==> config.mk <==
export PLATFORM = sky130hd
export DESIGN_NAME = rat_io_responder
export DESIGN_NICKNAME = d
export VERILOG_FILES = /design/src/rtl/rat_io_responder.sv
export SDC_FILE = /design/constraint.sdc
export NUM_CORES = 1
export LEC_CHECK = 0
export ABC_AREA = 1
export BUFFER_PORTS_ARGS = -buffer_cell sky130_fd_sc_hd__buf_4
export CAP_MARGIN = 20
export CORE_ASPECT_RATIO = 0.75
export CORE_MARGIN = 4
export CORE_UTILIZATION = 59
export CTS_CLUSTER_DIAMETER = 120
export CTS_CLUSTER_SIZE = 12
export DETAILED_ROUTE_END_ITERATION = 8
export GPL_TIMING_DRIVEN = 0
export PLACE_DENSITY = 0.79
export SYNTH_ARGS = -nofsm -noshare
export SYNTH_HDL_FRONTEND = slang
export SYNTH_SLANG_ARGS = --single-unit
==> constraint.sdc <==
create_clock -name clk -period 2.7 [get_ports clk]
set_input_delay 0.405 -clock clk [delete_from_list [all_inputs] [get_ports clk]]
set_output_delay 0.405 -clock clk [all_outputs]
set_load 0.01 [all_outputs]
==> src/rtl/rat_io_responder.sv <==
// rtl/rat_io_responder.sv - CPU port-bus peripheral endpoint: LED/SSEG regs, TX/RX FIFOs,
// synchronized switches/buttons and a masked level interrupt.
module rat_io_responder #(
    parameter int FIFO_DEPTH  = 8,
    parameter int SYNC_STAGES = 2
) (
    input  logic       clk,
    input  logic       rst,
    input  logic [7:0] port_id,
    input  logic [7:0] out_port,
    input  logic       io_strb,
    output logic [7:0] in_port,
    output logic       interrupt,
    input  logic [7:0] sw,
    input  logic [3:0] btn,
    output logic [7:0] leds,
    output logic [7:0] sseg,
    output logic [7:0] tx_data,
    output logic       tx_valid,
    input  logic       tx_ready,
    input  logic [7:0] rx_data,
    input  logic       rx_valid,
    output logic       rx_ready
);
    localparam int AW = $clog2(FIFO_DEPTH);
    localparam logic [AW:0] PTR_ONE = 1;

    logic [7:0] r_sw_sync  [SYNC_STAGES];
    logic [3:0] r_btn_sync [SYNC_STAGES];
    logic [3:0] r_btn_prev;
    logic [7:0] r_leds, r_sseg;
    logic [3:0] r_int_pend;
    logic [4:0] r_int_mask;
    logic       r_tx_ovf, r_rx_ovf, r_int;
    logic [7:0] r_tx_mem [FIFO_DEPTH];
    logic [7:0] r_rx_mem [FIFO_DEPTH];
    logic [AW:0] r_tx_wptr, r_tx_rptr, r_rx_wptr, r_rx_rptr;

    logic [7:0] w_sw_s;
    logic [3:0] w_btn_s, w_btn_rise;
    logic       w_tx_full, w_tx_empty, w_rx_full, w_rx_empty;
    logic       w_tx_push, w_tx_pop, w_tx_wr, w_rx_push, w_rx_pop;
    logic [4:0] w_pend_all;

    assign w_sw_s     = r_sw_sync[SYNC_STAGES-1];
    assign w_btn_s    = r_btn_sync[SYNC_STAGES-1];
    assign w_btn_rise = w_btn_s & ~r_btn_prev;

    // Full when pointers address the same slot but sit on different laps.
    assign w_tx_empty = (r_tx_wptr == r_tx_rptr);
    assign w_tx_full  = (r_tx_wptr[AW] != r_tx_rptr[AW]) && (r_tx_wptr[AW-1:0] == r_tx_rptr[AW-1:0]);
    assign w_rx_empty = (r_rx_wptr == r_rx_rptr);
    assign w_rx_full  = (r_rx_wptr[AW] != r_rx_rptr[AW]) && (r_rx_wptr[AW-1:0] == r_rx_rptr[AW-1:0]);

    assign w_tx_push = io_strb && (port_id == 8'h80);
    assign w_tx_pop  = !w_tx_empty && tx_ready;
    assign w_tx_wr   = w_tx_push && (!w_tx_full || w_tx_pop);
    assign w_rx_push = rx_valid && !w_rx_full;
    assign w_rx_pop  = io_strb && (port_id == 8'h82) && !w_rx_empty;

    assign w_pend_all = {!w_rx_empty, r_int_pend};

    assign leds      = r_leds;
    assign sseg      = r_sseg;
    assign tx_data   = r_tx_mem[r_tx_rptr[AW-1:0]];
    assign tx_valid  = !w_tx_empty;
    assign rx_ready  = !w_rx_full;
    assign interrupt = r_int;

    always_ff @(posedge clk) begin
        if (rst) begin
            for (int i = 0; i < SYNC_STAGES; i++) begin
                r_sw_sync[i]  <= 8'h00;
                r_btn_sync[i] <= 4'h0;
            end
            r_btn_prev <= 4'h0;
        end else begin
            r_sw_sync[0]  <= sw;
            r_btn_sync[0] <= btn;
            for (int i = 1; i < SYNC_STAGES; i++) begin
                r_sw_sync[i]  <= r_sw_sync[i-1];
                r_btn_sync[i] <= r_btn_sync[i-1];
            end
            r_btn_prev <= w_btn_s;
        end
    end

    // W1C is applied first so a coincident set on the same bit wins.
    always_ff @(posedge clk) begin
        if (rst) begin
            r_leds     <= 8'h00;
            r_sseg     <= 8'h00;
            r_int_mask <= 5'h00;
            r_int_pend <= 4'h0;
            r_tx_ovf   <= 1'b0;
            r_rx_ovf   <= 1'b0;
            r_int      <= 1'b0;
        end else begin
            if (io_strb && port_id == 8'h40) r_leds <= out_port;
            if (io_strb && port_id == 8'h41) r_sseg <= out_port;
            if (io_strb && port_id == 8'hF1) r_int_mask <= out_port[4:0];
            r_int_pend <= (r_int_pend & ~((io_strb && port_id == 8'hF0) ? out_port[3:0] : 4'h0))
                          | w_btn_rise;
            r_tx_ovf <= (r_tx_ovf && !(io_strb && port_id == 8'h81 && out_port[4]))
                        || (w_tx_push && w_tx_full && !w_tx_pop);
            r_rx_ovf <= (r_rx_ovf && !(io_strb && port_id == 8'h81 && out_port[5]))
                        || (rx_valid && w_rx_full);
            r_int <= |(w_pend_all & r_int_mask);
        end
    end

    always_ff @(posedge clk) begin
        if (rst) begin
            r_tx_wptr <= '0;
            r_tx_rptr <= '0;
            r_rx_wptr <= '0;
            r_rx_rptr <= '0;
        end else begin
            if (w_tx_wr) begin
                r_tx_mem[r_tx_wptr[AW-1:0]] <= out_port;
                r_tx_wptr <= r_tx_wptr + PTR_ONE;
            end
            if (w_tx_pop) r_tx_rptr <= r_tx_rptr + PTR_ONE;
            if (w_rx_push) begin
                r_rx_mem[r_rx_wptr[AW-1:0]] <= rx_data;
                r_rx_wptr <= r_rx_wptr + PTR_ONE;
            end
            if (w_rx_pop) r_rx_rptr <= r_rx_rptr + PTR_ONE;
        end
    end

    always_comb begin
        in_port = 8'h00;
        case (port_id)
            8'h20: in_port = w_sw_s;
            8'h21: in_port = {4'b0, w_btn_s};
            8'h80: in_port = w_rx_empty ? 8'h00 : r_rx_mem[r_rx_rptr[AW-1:0]];
            8'h81: in_port = {2'b0, r_rx_ovf, r_tx_ovf, w_tx_full, w_tx_empty, w_rx_full, w_rx_empty};
            8'hF0: in_port = {3'b0, w_pend_all};
            8'hF1: in_port = {3'b0, r_int_mask};
            default: in_port = 8'h00;
        endcase
    end
endmodule

**Yosys cells after proc, flatten, opt, wreduce, memory -nomap -nowiden**

Memory sizes are Yosys's and may differ from the RTL's. A register that Yosys moved wholly into a read port is not among the register bits.
Cells that the tools add are included.
Widths: inputs -> output; s select.

- Flip-flop bits (word level): 48
- Memory bits (writable): 152
- Bits of input ports: 41
- Output and inout bits: 35
- Memories: 4

- Add/subtract/negate cells: 4
- Equal/unequal tests: 15
- Muxes and demuxes: 20
- Bitwise operators: 10
- Reductions and logical operators: 31

Memories:

| name | depth | bits a word | rd ports | clocked after Yosys merged registers in | wr ports | line | text |
|---|---|---|---|---|---|---|---|
| r_rx_mem | 8 | 8 | 1 | 1 | 1 | 36 | `logic [7:0] r_rx_mem [FIFO_DEPTH];` |
| r_tx_mem | 8 | 8 | 1 | 1 | 1 | 35 | `logic [7:0] r_tx_mem [FIFO_DEPTH];` |
| r_sw_sync | 2 | 8 | 2 | 0 | 2 | 28 | `logic [7:0] r_sw_sync [SYNC_STAGES];` |
| r_btn_sync | 2 | 4 | 2 | 0 | 2 | 29 | `logic [3:0] r_btn_sync [SYNC_STAGES];` |

Operators with widths:

| operator | number |
|---|---|
| $pmux 8 s6 | 1 |
| $eq 8x8->1 const B | 5 |
| $mux 8 | 3 |
| $logic_and 1x1->1 | 20 |
| $add 4x1->4 const B | 4 |
| $eq 8x6->1 const B | 2 |
| $eq 8x7->1 const B | 2 |
| $mux 3 | 4 |
| $mux 4 | 3 |
| $mux 1 | 9 |
| $and 4x4->4 | 2 |
| $eq 4x4->1 | 2 |
| $not 4->4 | 2 |
| $logic_not 1->1 | 7 |
| $eq 3x3->1 | 2 |
| $and 5x5->5 | 1 |
| $reduce_or 5->1 | 1 |
| $or 1x1->1 | 4 |
| $or 4x4->4 | 1 |
| $logic_or 1x1->1 | 3 |
| $ne 1x1->1 | 2 |

**Logic depth before layout (Yosys ltp)**

- Depth after elaboration: 8
- Mapped depth: 10
- Depth with buffers taken out: 10

**Least setup slack after synthesis**

OpenSTA, ideal clock, no wires.

- Kind: input port to flip-flop
- From: input port_id[5]
- To: memory r_tx_mem[4][0], enable pin
- Arrival time: 1.673 ns
- Slack: 0.644 ns
- Stages: 7
- Path buffers: 0
- Cells stage by stage: nor2_1 nand3_1 inv_2 nand2_2 nor2_4 nand2_2 nor3_1

- Word-level cells in the longest chain between the ends: 6

RTL lines:

| item | line | text |
|---|---|---|
| start, declared | 9 | `input logic [7:0] port_id,` |
| $eq 8x8->1 | 55 | `assign w_tx_push = io_strb && (port_id == 8'h80);` |
| $logic_and 1x1->1 | 55 |  |
| $logic_and 1x1->1 | 57 | `assign w_tx_wr = w_tx_push && (!w_tx_full \|\| w_tx_pop);` |
| $mux 1 | 119 | `if (w_tx_wr) begin` |
| $mux 1 | 113 | `if (rst) begin` |
| $mux 1 (not written as such) | 120 | `r_tx_mem[r_tx_wptr[AW-1:0]] <= out_port;` |
| end, declared | 35 |  |

Every way passes these cells.

==> metrics.txt <==
status complete, no violations; kind of critical path flip-flop to output port; share of synthesized registers carrying an async set or reset 0%; count of antenna diodes in the layout 0; Die Wd 145 um; clock tree sinks 206; RSZ-0062 raised after global routing no; Seq cells post-synth 206; post-CTS setup repair buffer count 0; CP max FO 10; most area-consuming cells after synthesis sky130_fd_sc_hd__edfxtp_1 46%, sky130_fd_sc_hd__dfxtp_1 19%, sky130_fd_sc_hd__nor2_1 6.9%; latest clock arrival within the worst-skew pair 0.50 ns; wirelength, routed 19400 um; routed length per instance 17.5 um; Clock Tree Buf Depth 3; Int Pwr 0.00496 W; commonest register cell after synthesis sky130_fd_sc_hd__edfxtp_1; Achievable Freq 392 MHz; number of levels in the clock H-tree 1; number of detailed-routing iterations run before antenna repair 5; Cells after DPL 1078; net switching component of the power 0.00138 W; final-report setup violation count 0; overflow left after global routing 0; number of buffers added by the clock tree synthesis step 21; average footprint of a synthesized cell 10.1 um^2; combinational group share of total power 5.7%; type of the tightest min-delay check input pin to flip-flop; worst relative slew slack 34.0%; arrival time of data at the critical path endpoint 2.15 ns; master cell of the clock root buffer sky130_fd_sc_hd__clkbuf_16; mapped cell area 8360 um^2; cell type of the slowest stage on the worst timing path sky130_fd_sc_hd__dfxtp_1; Synth top cells by count 154 x sky130_fd_sc_hd__nor2_1, 136 x sky130_fd_sc_hd__nand2_1, 128 x sky130_fd_sc_hd__edfxtp_1; initial detailed-routing violation count 540; CP cell instances clkbuf_1 > nor2_1 > o32ai_1 > nand2_1 > nand2_1 > buf_4; number of hold violations in the final report 0; kind of capture point of the worst setup path output port; part of the Yosys area used for sequential elements 64.6%; most repeated cell in the gate-level netlist after synthesis sky130_fd_sc_hd__nor2_1; via count 6247; number of DRC violations after detailed routing 0; number of global-route vias before repair 5968; Core Box Area 13800 um^2; R2R Setup Slk 0.31 ns; number of max-slew violations in the final report 0; number of hold-repair buffers added at the cts stage 0; final worst hold slack 0.125 ns; nets in the synthesized netlist 872; HPWL after detailed placement 13200 um; number of violations of the max-capacitance limit 0; areal power density over the cells 651 nW/um^2; pin count of the biggest net entering global routing 14; measured slew at the worst slew-check pin 0.986 ns; Global Route Usage Sum 23.9%; number of placement rows 37; Layout Skew 0.0241 ns; share of Yosys cell area claimed by the top area cell type 46.0%; final standard cell count with taps included and fillers excluded 1112; cell type with the highest occurrence count on the critical path sky130_fd_sc_hd__nand2_1; footprint of the flip-flops and latches 5410 um^2; number of nets still failing antenna checks after routing 0; origin of the worst min-delay path sw[3]; area added between synthesis and finish 16.5%; share of the clock period used by the worst path 94.5%; synthesized netlist cell count 827; proportion of power drawn by the clock network 40.7%; Synth cell types 36; Hold Path Sink r_sw_sync[0][3]; worst r2r dst r_rx_mem[4][6]; number of port buffers 74; Hold Crit Depth 3; cell type with the largest total area after synthesis sky130_fd_sc_hd__edfxtp_1; peak supply drop 0.414 mV; number of top-level design ports 76; combined area of the multi-input logic cells 2560 um^2; reg2reg path depth 8; Yosys Warn Count 0; fillers 981; die outline height 111 um; Die Footprint 16200 um^2; Largest stage delay, worst path 0.46 ns; Post-synth EDFFs 128; wire length of the first global-routing pass 31200 um; launch instance of the worst register-to-register path r_rx_wptr[1]; static leakage 3.82 nW; clock tree from TritonCTS built; switching power share of the total 21.8%; shortest period the worst path allows 2.55 ns; ratio of cells with drive above 1 in the final layout 15.7%; routability-driven placement congestion ratio 0.862; Seq pwr share 53.6%; clock transition time at the flip-flop clock pins of the worst setup and hold paths 0.06 ns; Net count, final 970; launching element type of the critical path flip-flop; Data required, critical path 2.30 ns; PostCTS Resize Cnt 0; Vias per Instance 5.62; number of antenna violations at the first check in global routing 0; initial cell density of the core 60.6%
-- cell usage in the layout, fill, tap and decap left out, types with 4 or more instances in the layout --
cell | netlist | final
sky130_fd_sc_hd__inv_2 | 5 | 5
sky130_fd_sc_hd__o32ai_1 | 16 | 16
sky130_fd_sc_hd__o21ai_0 | 71 | 69
sky130_fd_sc_hd__nand4_1 | 4 | 4
sky130_fd_sc_hd__nor2_1 | 154 | 154
sky130_fd_sc_hd__edfxtp_1 | 128 | 128
sky130_fd_sc_hd__nand2_1 | 136 | 136
sky130_fd_sc_hd__buf_2 | 10 | 10
sky130_fd_sc_hd__nor2_2 | 4 | 4
sky130_fd_sc_hd__clkbuf_16 | 0 | 21
sky130_fd_sc_hd__nor2_4 | 4 | 4
sky130_fd_sc_hd__clkbuf_1 | 18 | 26
sky130_fd_sc_hd__xor2_1 | 6 | 6
sky130_fd_sc_hd__nor3_1 | 10 | 10
sky130_fd_sc_hd__nand3_1 | 42 | 42
sky130_fd_sc_hd__dfxtp_1 | 78 | 78
sky130_fd_sc_hd__buf_4 | 1 | 77
sky130_fd_sc_hd__a21oi_1 | 34 | 34
sky130_fd_sc_hd__xnor2_1 | 4 | 4
sky130_fd_sc_hd__nand2_2 | 6 | 6
sky130_fd_sc_hd__inv_1 | 61 | 61
sky130_fd_sc_hd__ha_1 | 4 | 4
sky130_fd_sc_hd__o22ai_1 | 9 | 9
-- power groups by stage --
stage                     sequential, W  clock [W]  combinational, W
final                           0.00340    0.00258          0.000359
after global routing            0.00340    0.00277          0.000397
after CTS                       0.00340    0.00260          0.000356
after detailed placement        0.00347          0          0.000352
after global placement          0.00347          0          0.000344
after floorplan                 0.00346          0          0.000188
-- stage by stage --
stage | instance area [um^2] | power (W) | setup TNS (ns) | util [%] | setup slack, ns
6_report | 9740 | 0.00634 | 0 | 70.6 | 0.149
5_1_grt | 9740 | 0.00657 | 0 | 70.6 | 0.00977
4_1_cts | 9740 | 0.00636 | 0 | 70.6 | 0.0603
3_5_place_dp | 9150 | 0.00382 | 0 | 66.3 | 0.168
3_3_place_gp | 9140 | 0.00381 | -0.0235 | 66.2 | -0.00351
2_1_floorplan | 8360 | 0.00365 | 0 | - | 0.644
-- state kept, by name (all words and copies together), names as in the netlist, 4 cells and up, named ones only --
signal	cells
r_btn_prev	4
r_btn_sync	8
r_tx_rptr	4
r_int_pend	4
r_tx_mem	64
r_sw_sync	16
sseg	8
r_int_mask	5
r_rx_wptr	4
r_tx_wptr	4
leds	8
r_rx_mem	64
r_rx_rptr	4
-- how the worst max path moves through the flow --
stage | start | to | slack [ns] | depth (start not counted)
final | flip-flop | tx_data[4] | 0.15 | 6
after global placement | port_id[3] | r_tx_mem[5][0] | -0.004 | 8
after CTS | flip-flop | in_port[3] | 0.06 | 9
after detailed placement | rst | r_rx_mem[0][0] | 0.17 | 5
after global routing | flip-flop | in_port[0] | 0.01 | 9
after floorplan | port_id[5] | r_tx_mem[4][0] | 0.64 | 7
-- area by class of cell --
class	count	share of cell area (%)
multi-input cells	521	26.2
clock inverters	2	0.205
well taps	175	2.25
clock buffers	33	5.86
plain buffers	30	1.44
inverters	69	2.67
repair buffers	76	5.86
flip-flops and latches	206	55.5
-- cell families (layout without fill, tap and decap cells) --
family	after synthesis	after routing	synth area share [%]
adders and majority gates	4	4	0.598
and+or+nand+nor	371	371	19.4
buffers and inverters	100	210	4.79
xor gates and xnor gates	14	14	1.83
AOI/OAI and AO/OA	132	132	8.80
DFF	206	206	64.6
-- metal layers --
layer	routed length (um)	GRT usage, %	part of all wire (%)
met3	1560	3.96	8.0
met4	559	7.84	2.9
met2	8860	37.4	46
met1	8440	34.5	43
met5	0	0	0
-- critical path: cells and delay by family (launching register included) --
kind                   cells  cell delay [ns]
and+or+nand+nor            3             0.30
buffers and inverters      2             0.51
AOI/OAI and AO/OA          1             0.38
DFF                        1             0.46
(Power assumes the default switching activity.)
